**config.mk**
```make
export PLATFORM = sky130hd
export DESIGN_NAME = instr_encoder
export DESIGN_NICKNAME = d
export VERILOG_FILES = /design/src/rtl/rv_pkg.sv /design/src/rtl/instr_pack.sv /design/src/rtl/instr_encoder.sv
export SDC_FILE = /design/constraint.sdc
export NUM_CORES = 1
export LEC_CHECK = 0
export CAP_MARGIN = 20
export CORE_MARGIN = 10
export CORE_UTILIZATION = 43
export DETAILED_ROUTE_END_ITERATION = 8
export PLACE_DENSITY = 0.77
export SYNTH_ARGS = -nofsm -noshare
export SYNTH_HDL_FRONTEND = slang
export SYNTH_HIERARCHICAL = 1
export SYNTH_SLANG_ARGS = --single-unit
```
**constraint.sdc**
```tcl
create_clock -name clk -period 1.6 [get_ports clk]
set_input_delay 0.48 -clock clk [delete_from_list [all_inputs] [get_ports clk]]
set_output_delay 0.48 -clock clk [all_outputs]
set_load 0.1 [all_outputs]
```
**src/rtl/rv_pkg.sv**
```systemverilog
// Shared RV32I definitions: opcodes, instruction formats, encoder error codes
// and encoder FSM states. imm_gen is meant to use the same constants.
package rv_pkg;

  localparam logic [6:0] ALI_OP    = 7'b0010011;
  localparam logic [6:0] MEM_RD_OP = 7'b0000011;
  localparam logic [6:0] MEM_WR_OP = 7'b0100011;
  localparam logic [6:0] BR_OP     = 7'b1100011;
  localparam logic [6:0] JALR      = 7'b1100111;
  localparam logic [6:0] JAL       = 7'b1101111;
  localparam logic [6:0] LUI       = 7'b0110111;
  localparam logic [6:0] AUIPC     = 7'b0010111;

  typedef enum logic [2:0] {
    FMT_R   = 3'd0,
    FMT_I   = 3'd1,
    FMT_ISH = 3'd2,
    FMT_S   = 3'd3,
    FMT_B   = 3'd4,
    FMT_U   = 3'd5,
    FMT_J   = 3'd6,
    FMT_RSV = 3'd7
  } fmt_e;

  typedef enum logic [1:0] {
    ERR_NONE  = 2'd0,
    ERR_RANGE = 2'd1,
    ERR_ALIGN = 2'd2,
    ERR_FMT   = 2'd3
  } err_code_e;

  typedef enum logic [1:0] {
    ST_IDLE = 2'd0,
    ST_HOLD = 2'd1,
    ST_ERR  = 2'd2
  } state_e;

endpackage

```
**src/rtl/instr_pack.sv**
```systemverilog
// Combinational RV32I field packer: scatters the immediate into the
// format-specific bit positions and flags out-of-range or misaligned values.
module instr_pack
  import rv_pkg::*;
#(
  parameter int WIDTH = 32
) (
  input  fmt_e                    fmt,
  input  logic [6:0]              opcode,
  input  logic [4:0]              rd,
  input  logic [4:0]              rs1,
  input  logic [4:0]              rs2,
  input  logic [2:0]              funct3,
  input  logic [6:0]              funct7,
  input  logic signed [WIDTH-1:0] imm,
  output logic [WIDTH-1:0]        word,
  output logic                    legal,
  output err_code_e               code
);

  function automatic logic in_range(input logic signed [WIDTH-1:0] v,
                                    input int lo, input int hi);
    return (v >= lo) && (v <= hi);
  endfunction

  // Pack fields per format; range is judged before alignment
  always_comb begin
    word = '0;
    code = ERR_NONE;
    unique case (fmt)
      FMT_R: word = {funct7, rs2, rs1, funct3, rd, opcode};
      FMT_I: begin
        word = {imm[11:0], rs1, funct3, rd, opcode};
        if (!in_range(imm, -2048, 2047)) code = ERR_RANGE;
      end
      FMT_ISH: begin
        word = {funct7, imm[4:0], rs1, funct3, rd, opcode};
        if (!in_range(imm, 0, 31)) code = ERR_RANGE;
      end
      FMT_S: begin
        word = {imm[11:5], rs2, rs1, funct3, imm[4:0], opcode};
        if (!in_range(imm, -2048, 2047)) code = ERR_RANGE;
      end
      FMT_B: begin
        word = {imm[12], imm[10:5], rs2, rs1, funct3, imm[4:1], imm[11], opcode};
        if (!in_range(imm, -4096, 4094)) code = ERR_RANGE;
        else if (imm[0])                 code = ERR_ALIGN;
      end
      FMT_U: begin
        word = {imm[31:12], rd, opcode};
        if (imm[11:0] != 12'd0) code = ERR_ALIGN;
      end
      FMT_J: begin
        word = {imm[20], imm[10:1], imm[11], imm[19:12], rd, opcode};
        if (!in_range(imm, -1048576, 1048574)) code = ERR_RANGE;
        else if (imm[0])                       code = ERR_ALIGN;
      end
      default: code = ERR_FMT;
    endcase
    legal = (code == ERR_NONE);
  end

endmodule

```
**src/rtl/instr_encoder.sv**
```systemverilog
// Streams packed RV32I words with their instruction-memory byte address over
// valid/ready. Any illegal field set latches a sticky error that stalls the
// stream until clear.
module instr_encoder
  import rv_pkg::*;
#(
  parameter int               WIDTH      = 32,
  parameter logic [WIDTH-1:0] BASE_ADDR  = 32'h0000_0000,
  parameter int               DEPTH_LOG2 = 8
) (
  input  logic                  clk,
  input  logic                  rst_n,
  input  logic                  clear,
  input  logic                  in_valid,
  output logic                  in_ready,
  input  logic [2:0]            fmt,
  input  logic [6:0]            opcode,
  input  logic [4:0]            rd,
  input  logic [4:0]            rs1,
  input  logic [4:0]            rs2,
  input  logic [2:0]            funct3,
  input  logic [6:0]            funct7,
  input  logic [WIDTH-1:0]      imm,
  output logic                  out_valid,
  input  logic                  out_ready,
  output logic [WIDTH-1:0]      out_instr,
  output logic [WIDTH-1:0]      out_addr,
  output logic [DEPTH_LOG2:0]   count,
  output logic                  full,
  output logic                  err,
  output logic [1:0]            err_code
);

  localparam logic [DEPTH_LOG2:0] MAX_COUNT = {1'b1, {DEPTH_LOG2{1'b0}}};
  localparam logic [DEPTH_LOG2:0] COUNT_ONE = {{DEPTH_LOG2{1'b0}}, 1'b1};
  localparam logic [WIDTH-1:0]    ADDR_STEP = WIDTH'(4);

  state_e           state;
  logic [WIDTH-1:0] word_p0;
  logic             legal_p0;
  err_code_e        code_p0;

  // Stage p0: combinational pack of the presented fields
  instr_pack #(.WIDTH(WIDTH)) u_pack (
    .fmt    (fmt_e'(fmt)),
    .opcode (opcode),
    .rd     (rd),
    .rs1    (rs1),
    .rs2    (rs2),
    .funct3 (funct3),
    .funct7 (funct7),
    .imm    ($signed(imm)),
    .word   (word_p0),
    .legal  (legal_p0),
    .code   (code_p0)
  );

  assign full = (count == MAX_COUNT);

  // Stage p1: handshake FSM with registered word, address, count and error
  always_ff @(posedge clk or negedge rst_n) begin
    if (!rst_n) begin
      state     <= ST_IDLE;
      in_ready  <= 1'b0;
      out_valid <= 1'b0;
      out_instr <= '0;
      out_addr  <= BASE_ADDR;
      count     <= '0;
      err       <= 1'b0;
      err_code  <= ERR_NONE;
    end else if (clear) begin
      // Restart wins over a same-cycle output transfer; the held word is dropped
      state     <= ST_IDLE;
      in_ready  <= 1'b1;
      out_valid <= 1'b0;
      out_addr  <= BASE_ADDR;
      count     <= '0;
      err       <= 1'b0;
      err_code  <= ERR_NONE;
    end else begin
      unique case (state)
        ST_IDLE: begin
          if (in_valid && in_ready) begin
            in_ready <= 1'b0;
            if (legal_p0) begin
              out_instr <= word_p0;
              out_valid <= 1'b1;
              state     <= ST_HOLD;
            end else begin
              err      <= 1'b1;
              err_code <= code_p0;
              state    <= ST_ERR;
            end
          end else begin
            in_ready <= !full;
          end
        end
        ST_HOLD: begin
          if (out_ready) begin
            out_valid <= 1'b0;
            out_addr  <= out_addr + ADDR_STEP;
            count     <= count + COUNT_ONE;
            in_ready  <= ((count + COUNT_ONE) != MAX_COUNT);
            state     <= ST_IDLE;
          end
        end
        default: begin
          in_ready  <= 1'b0;
          out_valid <= 1'b0;
        end
      endcase
    end
  end

endmodule
```
## After elaboration in Yosys (flattened, before gate mapping)

Index checks and enable logic that the tools add are counted.

| operators by class | value |
|---|---|
| $add $sub $neg | 2 |
| magnitude comparators | 8 |
| eq/ne operators | 13 |
| muxes and demuxes | 36 |
| bitwise logic cells | 1 |
| reduce and logical (&&, ||, !) cells | 21 |

Operators with widths:

| kind | count |
|---|---|
| case mux 32 bit (7 select lines) | 1 |
| two-way mux 32 bit | 3 |
| adder 32 x 3 -> 32 bit (second input constant) | 1 |
| >= comparator 32 x 1 -> 1 bit (second input constant) | 1 |
| >= comparator 32 x 12 -> 1 bit (second input constant) | 1 |
| >= comparator 32 x 13 -> 1 bit (second input constant) | 1 |
| >= comparator 32 x 21 -> 1 bit (second input constant) | 1 |
| <= comparator 32 x 12 -> 1 bit (second input constant) | 1 |
| <= comparator 32 x 13 -> 1 bit (second input constant) | 1 |
| <= comparator 32 x 21 -> 1 bit (second input constant) | 1 |
| <= comparator 32 x 6 -> 1 bit (second input constant) | 1 |
| two-way mux 9 bit | 3 |
| two-way mux 2 bit | 12 |
| two-way mux 1 bit | 13 |
| case mux 2 bit (6 select lines) | 1 |
| nonzero test 12 bit | 1 |
| adder 9 x 1 -> 9 bit (second input constant) | 1 |
| == test 3 bit (second input constant) | 3 |
| == test 9 bit (second input constant) | 1 |
| inequality test 3 bit (second input constant) | 3 |
| inequality test 9 bit (second input constant) | 1 |
| AND reduction 3 bit | 3 |
| nonzero test 2 bit | 4 |
| == test 3 x 2 -> 1 bit (second input constant) | 2 |
| other kinds (14) | 20 |

| word-level totals | value |
|---|---|
| flip-flop bits (word level) | 80 |
| input bits | 72 |
| logic and storage cells | 89 |

## Depth between registers and ports, before layout

Gate-level depths: netlist of the first run.

| depth | value |
|---|---|
| word-level depth | 9 |
| gate-level depth with buffers | 10 |
| mapped depth without buffers | 8 |

## By module

Netlist of the first run, hierarchy kept.

Modules (own cells, without submodules):

| module | instances | cells each | area an instance (sq um) | seq. area each (sq um) |
|---|---|---|---|---|
| instr_encoder | 1 | 340 | 3686.0 | 1951.9 |
| instr_pack | 1 | 192 | 1216.2 | 0.0 |

## Least setup slack after synthesis of the first run

Ideal clock, no wire load.

| path | value |
|---|---|
| path type | in2reg |
| start point | in imm[21] |
| end point | reg out_instr[0] |
| data arrival time | 2.583 ns |
| slack | -1.109 ns |
| stages on the path | 9 |
| path buffers | 1 |
| path through | nor4_2 nand3_2 o311ai_2 o211ai_1 nor3b_2 nor3b_1 nand2_1 buf_1 mux2_2 |

| between the ends | value |
|---|---|
| longest elaborated chain between the ends | 6 |

Ends and longest elaborated chain:

| element | line | source |
|---|---|---|
| start, declared | instr_encoder.sv:23 | `input logic [WIDTH-1:0] imm,` |
| >= comparator 32 x 21 -> 1 bit (tied with other cells) | instr_pack.sv:23 | `return (v >= lo) && (v <= hi);` |
| logical AND 1 bit | instr_pack.sv:23 |  |
| two-way mux 2 bit (tied with other cells) | instr_pack.sv:55 | `if (!in_range(imm, -1048576, 1048574)) code = ERR_RANGE;` |
| case mux 2 bit (6 select lines) * | instr_pack.sv:30 | `unique case (fmt)` |
| logical NOT 2 bit * | instr_pack.sv:60 | `legal = (code == ERR_NONE);` |
| net legal_p0 | instr_encoder.sv:40 | `logic legal_p0;` |
| AND reduction 4 bit (no line) * | - |  |
| end signal, assigned | instr_encoder.sv:86 | `out_instr <= word_p0;` |
| end, declared | instr_encoder.sv:26 | `output logic [WIDTH-1:0] out_instr,` |

Mark *: on every way through the listed nets, which the timed path passes. The rest lies on a longest branch.
A chain may end at the register's enable or synchronous reset.

## Worst setup path after layout of the first run

| path | value |
|---|---|
| start point | in fmt[1] |
| end point | reg err_code[0] |

RTL lines:

| element | line | source |
|---|---|---|
| start, declared | instr_encoder.sv:16 | `input logic [2:0] fmt,` |
| == test 3 x 1 -> 1 bit / == test 3 x 2 -> 1 bit (equally long branches) | instr_pack.sv:30 |  |
| OR reduction 2 bit (no line) | - |  |
| case mux 2 bit (6 select lines) * | instr_pack.sv:30 |  |
| logical NOT 2 bit * | instr_pack.sv:60 |  |
| net legal_p0 | instr_encoder.sv:40 |  |
| inequality test 2 bit (no line) * | - |  |
| AND reduction 3 bit (no line) * | - |  |
| end signal, assigned | instr_encoder.sv:91 | `err_code <= code_p0;` |
| end, declared | instr_encoder.sv:31 | `output logic [1:0] err_code` |

Mark *: on every way through the listed nets, which the timed path passes. The rest lies on a longest branch. The select of a mux whose other input is x is not followed.

==> summary.md, run 1 <==
| Metric | Value |
|---|---|
| Syn Inst Count | `532` |
| TritonCTS clock tree | `done` |
| Max IR drop VDD | `1.66 mV` |
| Netlist cell types | `59` |
| Pre-antenna DRT Iters | `8` |
| Worst Hold Class | `in2async` |
| Core footprint | `0.0110 mm^2` |
| Synth warn | `6` |
| CP endpoint kind | `flop` |
| Sw power | `5.17 mW` |
| CTS Buf Count | `9` |
| Max Transition Viols Final | `0` |
| Number of flops mapped to enable cells by yosys | `0` |
| Final antenna-violating net count | `0` |
| Syn Std Cell Area | `0.00490 mm^2` |
| Clock network fraction of design power | `0.202` |
| Fmax | `0.307 GHz` |
| Critical path's slowest cell | `clkdlybuf4s50_1` |
| Crit path DAT | `3.46 ns` |
| Critical path's largest stage delay | `0.54 ns` |
| Final setup TNS | `-63.80 ns` |
| # rows | `38` |
| # diodes | `0` |
| Die Y-Extent | `127 um` |
| Placed inst area | `0.00848 mm^2` |
| WL/cell | `31.5 um` |
| Vias in the first global route | `6712` |
| Overflow left after global routing | `0` |
| Worst-path clk slew | `0.07 ns` |
| RSZ-0062 raised after global routing | `true` |
| CTS sink count | `78` |
| Endpoints failing hold | `0` |
| Worst slew margin | `0.596` |
| CP required | `1.80 ns` |
| Main synth FF type | `dfrtp_1` |
| Storage cell area | `0.00207 mm^2` |
| Sequential fraction of the synthesis area | `0.398` |
| Final instance area | `0.0101 mm^2` |
| Sw Ratio | `0.471` |
| Nets@finish | `939` |
| Clock Latency Late Sink | `0.35 ns` |
| P_int | `5.81 mW` |
| Setup CP Type | `in2reg` |
| Leak Pwr | `4.36 nW` |
| Final setup margin | `-1.66 ns` |
| Failing checks | `setup timing` |
| Port Buffers | `148` |
| Status | `finished with violations` |
| DR vias/cell | `7.05` |
| Detailed Place HPWL | `14500 um` |
| Synth area leaders | `dfrtp_1 (40%), mux2_2 (9.0%), a21oi_1 (4.3%), nor2_1 (3.4%), nand2_1 (3.3%)` |
| Ys async rst share | `1.00` |
| Synth Register Bits | `78` |
| Final Skew | `0.0124 ns` |
| Area grow syn2layout | `106%` |
| Detailed-route DRC error count | `0` |
| Largest net degree at the start of global routing | `35` |
| Cell chain of the critical path | `clkdlybuf4s50_1, buf_6, nor2b_1, inv_1, nor3_2, nor3b_2, buf_4, nor4_4, buf_4, mux2i_1, nor2_1` |
| Initial core utilization | `0.446` |
| Die area | `0.0161 mm^2` |
| Power Dens Cells | `1090 mW/mm^2` |
| Final count of negative-setup-slack endpoints | `103` |
| Die W | `127 um` |
| Root buf cell | `clkbuf_16` |
| H-tree depth | `3` |
| Post-synth top area cell | `dfrtp_1` |
| Min cycle time layout | `3.26 ns` |
| Total GRT Usage | `0.286` |
| Share of layout cells above drive strength 1 | `0.574` |
| Gpl congestion | `0.952` |
| First-pass GRT wire length | `37300 um` |
| Antenna violations before repair | `1` |
| Fill cell count | `355` |
| Worst-case clock buffer depth | `2` |
| Synth cell count leaders | `dfrtp_1 (78), nor2_1 (44), nand2_1 (43)` |
| Area of the multi-input gates | `0.00338 mm^2` |
| Startpoint types | `primary input` |
| Top-level I/O count | `151` |
| Tcrit/Tclk final | `2.04` |
| Routed vias | `7116` |
| Max-cap viol count | `0` |
| Drt initial violations | `1461` |
| Count leader, synth | `dfrtp_1` |
| Top cell type's share of synthesized area | `0.398` |
| Worst-Margin Slew | `0.604 ns` |
| Seq pwr share | `0.260` |
| Final WL | `31800 um` |
| Worst-path fanout max | `6` |
| Synth Area per Inst | `9.21 um^2` |
| Comb pwr share | `0.539` |
| CP most frequent cell | `buf_4` |
==> cells by family (layout without fill, tap and decap cells) <==
family / count (synthesis) / count (layout) / share of synthesized area
AOI/OAI and AO/OA: 113 / 113 / 0.153
xor gates and xnor gates: 14 / 14 / 0.0250
adders and majority gates: 3 / 3 / 0.00766
buffers and inverters: 45 / 381 / 0.0416
DFF: 78 / 78 / 0.398
muxes: 54 / 54 / 0.120
other: 1 / 2 / 0.000765
and+or+nand+nor: 224 / 224 / 0.254
==> path summary, 6_finish.rpt <==
check	cells after the start	slack, ns	from	to
hold / removal	1	0.05	rst_n	out_addr[8]$_DFFE_PN0P_
min in group clk	1	0.58	out_instr[14]$_DFFE_PN0P_	out_instr[14]$_DFFE_PN0P_
setup reg to reg	4	-0.53	out_addr[26]$_DFFE_PN0P_	out_addr[28]$_DFFE_PN0P_
setup / recovery	11	-1.66	fmt[1]	err_code[0]$_DFFE_PN0P_
max in group asynchronous	2	1.00	rst_n	out_addr[22]$_DFFE_PN0P_
hold reg to reg	1	0.58	out_instr[14]$_DFFE_PN0P_	out_instr[14]$_DFFE_PN0P_
==> worst max-delay path: cells and delay by family <==
| family | cells | cell delay (ns) |
|---|---|---|
| multiplexers | 1 | 0.22 |
| buffers and inverters | 5 | 1.39 |
| AND/OR/NAND/NOR | 5 | 1.34 |
==> cell type report <==
class	instances	share of cell area
Sequential cell	78	0.205
Clock buffer	13	0.0258
Clock inverter	3	0.00421
Multi-Input combinational cell	410	0.335
Tap cell	140	0.0173
Timing Repair Buffer	353	0.408
Inverter	12	0.00446
==> sequential cells by signal, indices dropped and copies added (netlist names) <==
signal     cells
count          9
err            1
err_code       2
in_ready       1
out_addr      30
out_instr     32
out_valid      1
state          2
==> power groups by stage <==
stage          clock network [mW]  registers (mW)  logic [mW]
3_5_place_dp                    0            2.82        5.61
3_3_place_gp                    0            2.81        5.54
6_report                     2.21            2.85        5.91
2_1_floorplan                   0            5.26       0.674
5_1_grt                      2.24            2.87        5.99
4_1_cts                      2.10            2.80        5.71
==> metal layers <==
| metal | share of wire | up-vias | routed length (um) | GRT usage |
|---|---|---|---|---|
| met5 | 0.00038 | - | 12 | 0 |
| met4 | 0.096 | 2 | 3060 | 0.153 |
| met3 | 0.14 | 334 | 4360 | 0.101 |
| met2 | 0.44 | 835 | 14100 | 0.492 |
| met1 | 0.32 | 3313 | 10300 | 0.300 |
| li1 | - | 2632 | - | - |
==> timing repair <==
item	4_1_cts	5_1_grt
pin swaps	58	56
setup endpoints to repair	99	106
hold buffers	0	0
gates resized for setup	193	111
setup buffers	42	53
cloned	3	1
==> layout by cell type, fill, tap and decap left out, types with 5 or more instances in the layout <==
master	instances
buf_6	72
clkbuf_16	10
a221o_1	9
nand2_1	36
a21oi_2	15
and4_4	5
dlygate4sd2_1	9
dfrtp_4	28
nor2b_1	23
inv_1	12
nor4_4	11
mux2i_1	15
nor4_2	5
nand3_1	8
or4_4	10
nor2_1	42
or3_4	5
clkdlybuf4s50_1	34
dfrtp_1	40
dfrtp_2	10
o211ai_1	6
o21ai_0	16
a21oi_1	24
xor2_1	8
o31ai_1	7
and2_1	12
nor3_2	5
clkbuf_2	8
buf_4	124
a221oi_1	6
buf_12	85
mux2_2	31
clkdlybuf4s15_2	5
nand4_1	19
buf_2	11
and3_1	6
mux2_4	8
==> through the flow <==
step | cells | setup WS, ns | hold slack (ns) | power (mW) | util
final | 1009 | -1.66 | 0.0536 | 11.0 | 0.919
after global routing | 1009 | -1.63 | 0.0738 | 11.1 | 0.919
after CTS | 977 | -0.955 | 0.0613 | 10.6 | 0.871
after detailed placement | 917 | -1.51 | 0.418 | 8.42 | 0.772
after global placement | 917 | -1.43 | 0.416 | 8.35 | 0.772
after floorplan | 533 | -0.791 | 0.184 | 5.93 | -
Note: power is estimated with default switching activity, not from simulation.
==> inputs of run 2 (changes only) <==
Settings changed: GPL_TIMING_DRIVEN set to 0.
==> summary.md, run 2 (synthesized netlist as in run 1, its figures left out) <==
| Metric | Value |
|---|---|
| Status | `finished with violations (unchanged)` |
| Failing checks | `setup timing (unchanged)` |
| # rows | `38 (unchanged)` |
| Routed vias | `5243 (was 7116)` |
| Final setup TNS | `-36.47 ns (was -63.80 ns)` |
| Worst-path clk slew | `0.06 ns (was 0.07 ns)` |
| Max reg flops | `32 (unchanged)` |
| Overflow left after global routing | `0 (unchanged)` |
| Worst-Margin Slew | `0.588 ns (was 0.604 ns)` |
| GR Util met1 | `0.241 (was 0.300)` |
| Die Y-Extent | `127 um (unchanged)` |
| Leading cell type in the layout, fill and taps excluded | `buf_4 (unchanged)` |
| Die area | `0.0161 mm^2 (unchanged)` |
| Final setup margin | `-0.975 ns (was -1.66 ns)` |
| Reg2Reg Capture Point | `in_ready$_DFFE_PN0P_ (was out_addr[28]$_DFFE_PN0P_)` |
| Flop2flop setup slack | `-0.25 ns (was -0.53 ns)` |
| Nets@finish | `823 (was 939)` |
| Tcrit/Tclk final | `1.61 (was 2.04)` |
| Placed Instances | `821 (was 917)` |
| Crit path DAT | `2.80 ns (was 3.46 ns)` |
| Share of layout cells above drive strength 1 | `0.498 (was 0.574)` |
| Endpoints failing hold | `0 (unchanged)` |
| Detailed Place HPWL | `12300 um (was 14500 um)` |
| Max Transition Viols Final | `0 (unchanged)` |
| Final WL | `18300 um (was 31800 um)` |
| Pre-antenna DRT Iters | `5 (was 8)` |
| Max IR drop VDD | `1.48 mV (was 1.66 mV)` |
| CTS Buf Count | `9 (unchanged)` |
| CP required | `1.83 ns (was 1.80 ns)` |
| Most frequent cells in the layout | `buf_4 (100), nor2_1 (43), dfrtp_1 (40) (was buf_4 (124), buf_12 (85), buf_6 (72))` |
| Fmax | `0.388 GHz (was 0.307 GHz)` |
| # hold bufs at CTS | `0 (unchanged)` |
| Min cycle time layout | `2.58 ns (was 3.26 ns)` |
| Startpoint types | `primary input (unchanged)` |
| Regs by FF count | `out_instr: 32 flops, out_addr: 30 flops, count: 9 flops (unchanged)` |
| Fill cell count | `762 (was 355)` |
| FF-to-FF path depth | `5 (was 4)` |
| CP most frequent cell | `buf_4 (unchanged)` |
| WL/cell | `20.5 um (was 31.5 um)` |
| Worst-case clock buffer depth | `2 (unchanged)` |
| Antenna violations before repair | `1 (unchanged)` |
| Met3 usage | `0.0741 (was 0.101)` |
| Met2 usage in global routing | `0.353 (was 0.492)` |
| TritonCTS clock tree | `done (unchanged)` |
| Critical path's largest stage delay | `0.30 ns (was 0.54 ns)` |
| Final Skew | `0.00707 ns (was 0.0124 ns)` |
| Total GRT Usage | `0.210 (was 0.286)` |
| Worst Hold Class | `in2async (unchanged)` |
| RR Startpoint | `count[4]$_DFFE_PN0P_ (was out_addr[26]$_DFFE_PN0P_)` |
| Final instance area | `0.00814 mm^2 (was 0.0101 mm^2)` |
| Die W | `127 um (unchanged)` |
| Final hold slack | `0.0528 ns (was 0.0536 ns)` |
| CP endpoint kind | `flop (unchanged)` |
| Top-level I/O count | `151 (unchanged)` |
| Power Dens Cells | `1160 mW/mm^2 (was 1090 mW/mm^2)` |
| Detailed-route DRC error count | `0 (unchanged)` |
| Drt initial violations | `505 (was 1461)` |
| Clock Latency Late Sink | `0.35 ns (about the same)` |
| Placed inst area | `0.00688 mm^2 (was 0.00848 mm^2)` |
| First-pass GRT wire length | `27900 um (was 37300 um)` |
| Initial core utilization | `0.446 (unchanged)` |
| Worst slew margin | `0.607 (was 0.596)` |
| Worst-path fanout max | `7 (was 6)` |
| Core footprint | `0.0110 mm^2 (unchanged)` |
| Final count of negative-setup-slack endpoints | `69 (was 103)` |
| Leak Pwr | `3.43 nW (was 4.36 nW)` |
| Most used routing layer | `met2 (unchanged)` |
| Root buf cell | `clkbuf_16 (unchanged)` |
| Area grow syn2layout | `66.1% (was 106%)` |
| DR vias/cell | `5.86 (was 7.05)` |
| Non-Filler Instances | `894 (was 1009)` |
| Max-cap viol count | `0 (unchanged)` |
| Critical path's slowest cell | `nor4_4 (was clkdlybuf4s50_1)` |
| Setup CP Type | `in2reg (unchanged)` |
| Vias in the first global route | `5347 (was 6712)` |
| Final antenna-violating net count | `0 (unchanged)` |
| RSZ-0062 raised after global routing | `true (unchanged)` |
| Largest register by flop count | `out_instr (unchanged)` |
| Largest net degree at the start of global routing | `54 (was 35)` |
| CTS sink count | `78 (unchanged)` |
| H-tree depth | `3 (unchanged)` |
| Cell chain of the critical path | `buf_4, nor4_4, buf_4, buf_4, a41oi_1, a31oi_1, nor3b_2, nor3b_4, nand2_4, buf_8, mux2_4 (was clkdlybuf4s50_1, buf_6, nor2b_1, inv_1, nor3_2, nor3b_2, buf_4, nor4_4, buf_4, mux2i_1, nor2_1)` |
| Gpl congestion | `0.890 (was 0.952)` |
| Port Buffers | `147 (was 148)` |
==> run 2: changes by cell type in the layout (fill, tap and decap cells not counted), sizes merged <==
cell           delta
clkinvlp          +2
diode             +1
clkbuf           +10
bufinv            +1
clkdlybuf4s50     -1
clkdlybuf4s15     -1
clkinv            -1
dlygate4sd2       -8
buf             -118
==> run 2: per-layer routing <==
metal  part of all wire  up-vias
li1                   -     2406
met1               0.39     2556
met2               0.50      248
met3              0.092       33
met4              0.020        0
met5                  0        -
==> run 2: area by class of cell <==
type | instances | area, um^2 | area share
Timing Repair Buffer | 207 | 1970 | 0.242
Tap cell | 140 | 175 | 0.0215
Sequential cell | 78 | 2070 | 0.254
Clock buffer | 11 | 243 | 0.0298
Inverter | 12 | 45.0 | 0.00553
Clock inverter | 5 | 82.6 | 0.0101
Antenna cell | 1 | 2.50 | 0.000307
Multi-Input combinational cell | 410 | 3320 | 0.407
Buffer | 30 | 239 | 0.0294
==> run 2: what timing repair did <==
action / 4_1_cts / 5_1_grt
setup endpoints to repair: 153 / 89
resized for setup: 708 / 99
buffers inserted: 43 / 24
gates cloned: 5 / 0
pin swaps: 30 / 44
==> run 2: power breakdown <==
group / internal [mW] / switching (mW)
Combinational: 1.13 / 3.50
Sequential: 2.34 / 0.202
Clock: 1.41 / 0.853
Total: 4.88 / 4.56
==> run 2: how the worst max path moves through the flow <==
stage | from | end | slack [ns] | cells past startpoint
after global routing | imm[11] | out_instr[2]$_DFFE_PN0P_ | -1.05 | 10
after floorplan | imm[8] | out_instr[0]$_DFFE_PN0P_ | -0.79 | 9
after global placement | rst_n | out_addr[21]$_DFFE_PN0P_ | -3.37 | 1
final | imm[11] | out_instr[2]$_DFFE_PN0P_ | -0.98 | 11
after CTS | imm[28] | out_instr[2]$_DFFE_PN0P_ | -0.85 | 10
after detailed placement | fmt[2] | out_instr[2]$_DFFE_PN0P_ | -1.68 | 10
==> run 2: metrics by stage <==
step | setup slack (ns) | total power [mW] | utilization
2_1_floorplan | -0.791 | 5.93 | -
3_3_place_gp | -3.37 | 7.16 | 0.624
3_5_place_dp | -1.68 | 7.23 | 0.626
4_1_cts | -0.848 | 9.46 | 0.705
5_1_grt | -1.05 | 9.74 | 0.741
6_report | -0.975 | 9.44 | 0.741
==> run 2: critical path, delay by kind of cell <==
family          cells  cell delay (ns)
simple gates        4             1.04
compound gates      2             0.40
mux                 1             0.30
buf+inv             4             0.58
==> inputs of run 3 (changes only) <==
Settings changed: CAP_MARGIN 20 to not set.
==> results of run 3 <==
The final DEF is identical to that of run 2; final timing and power are the same.
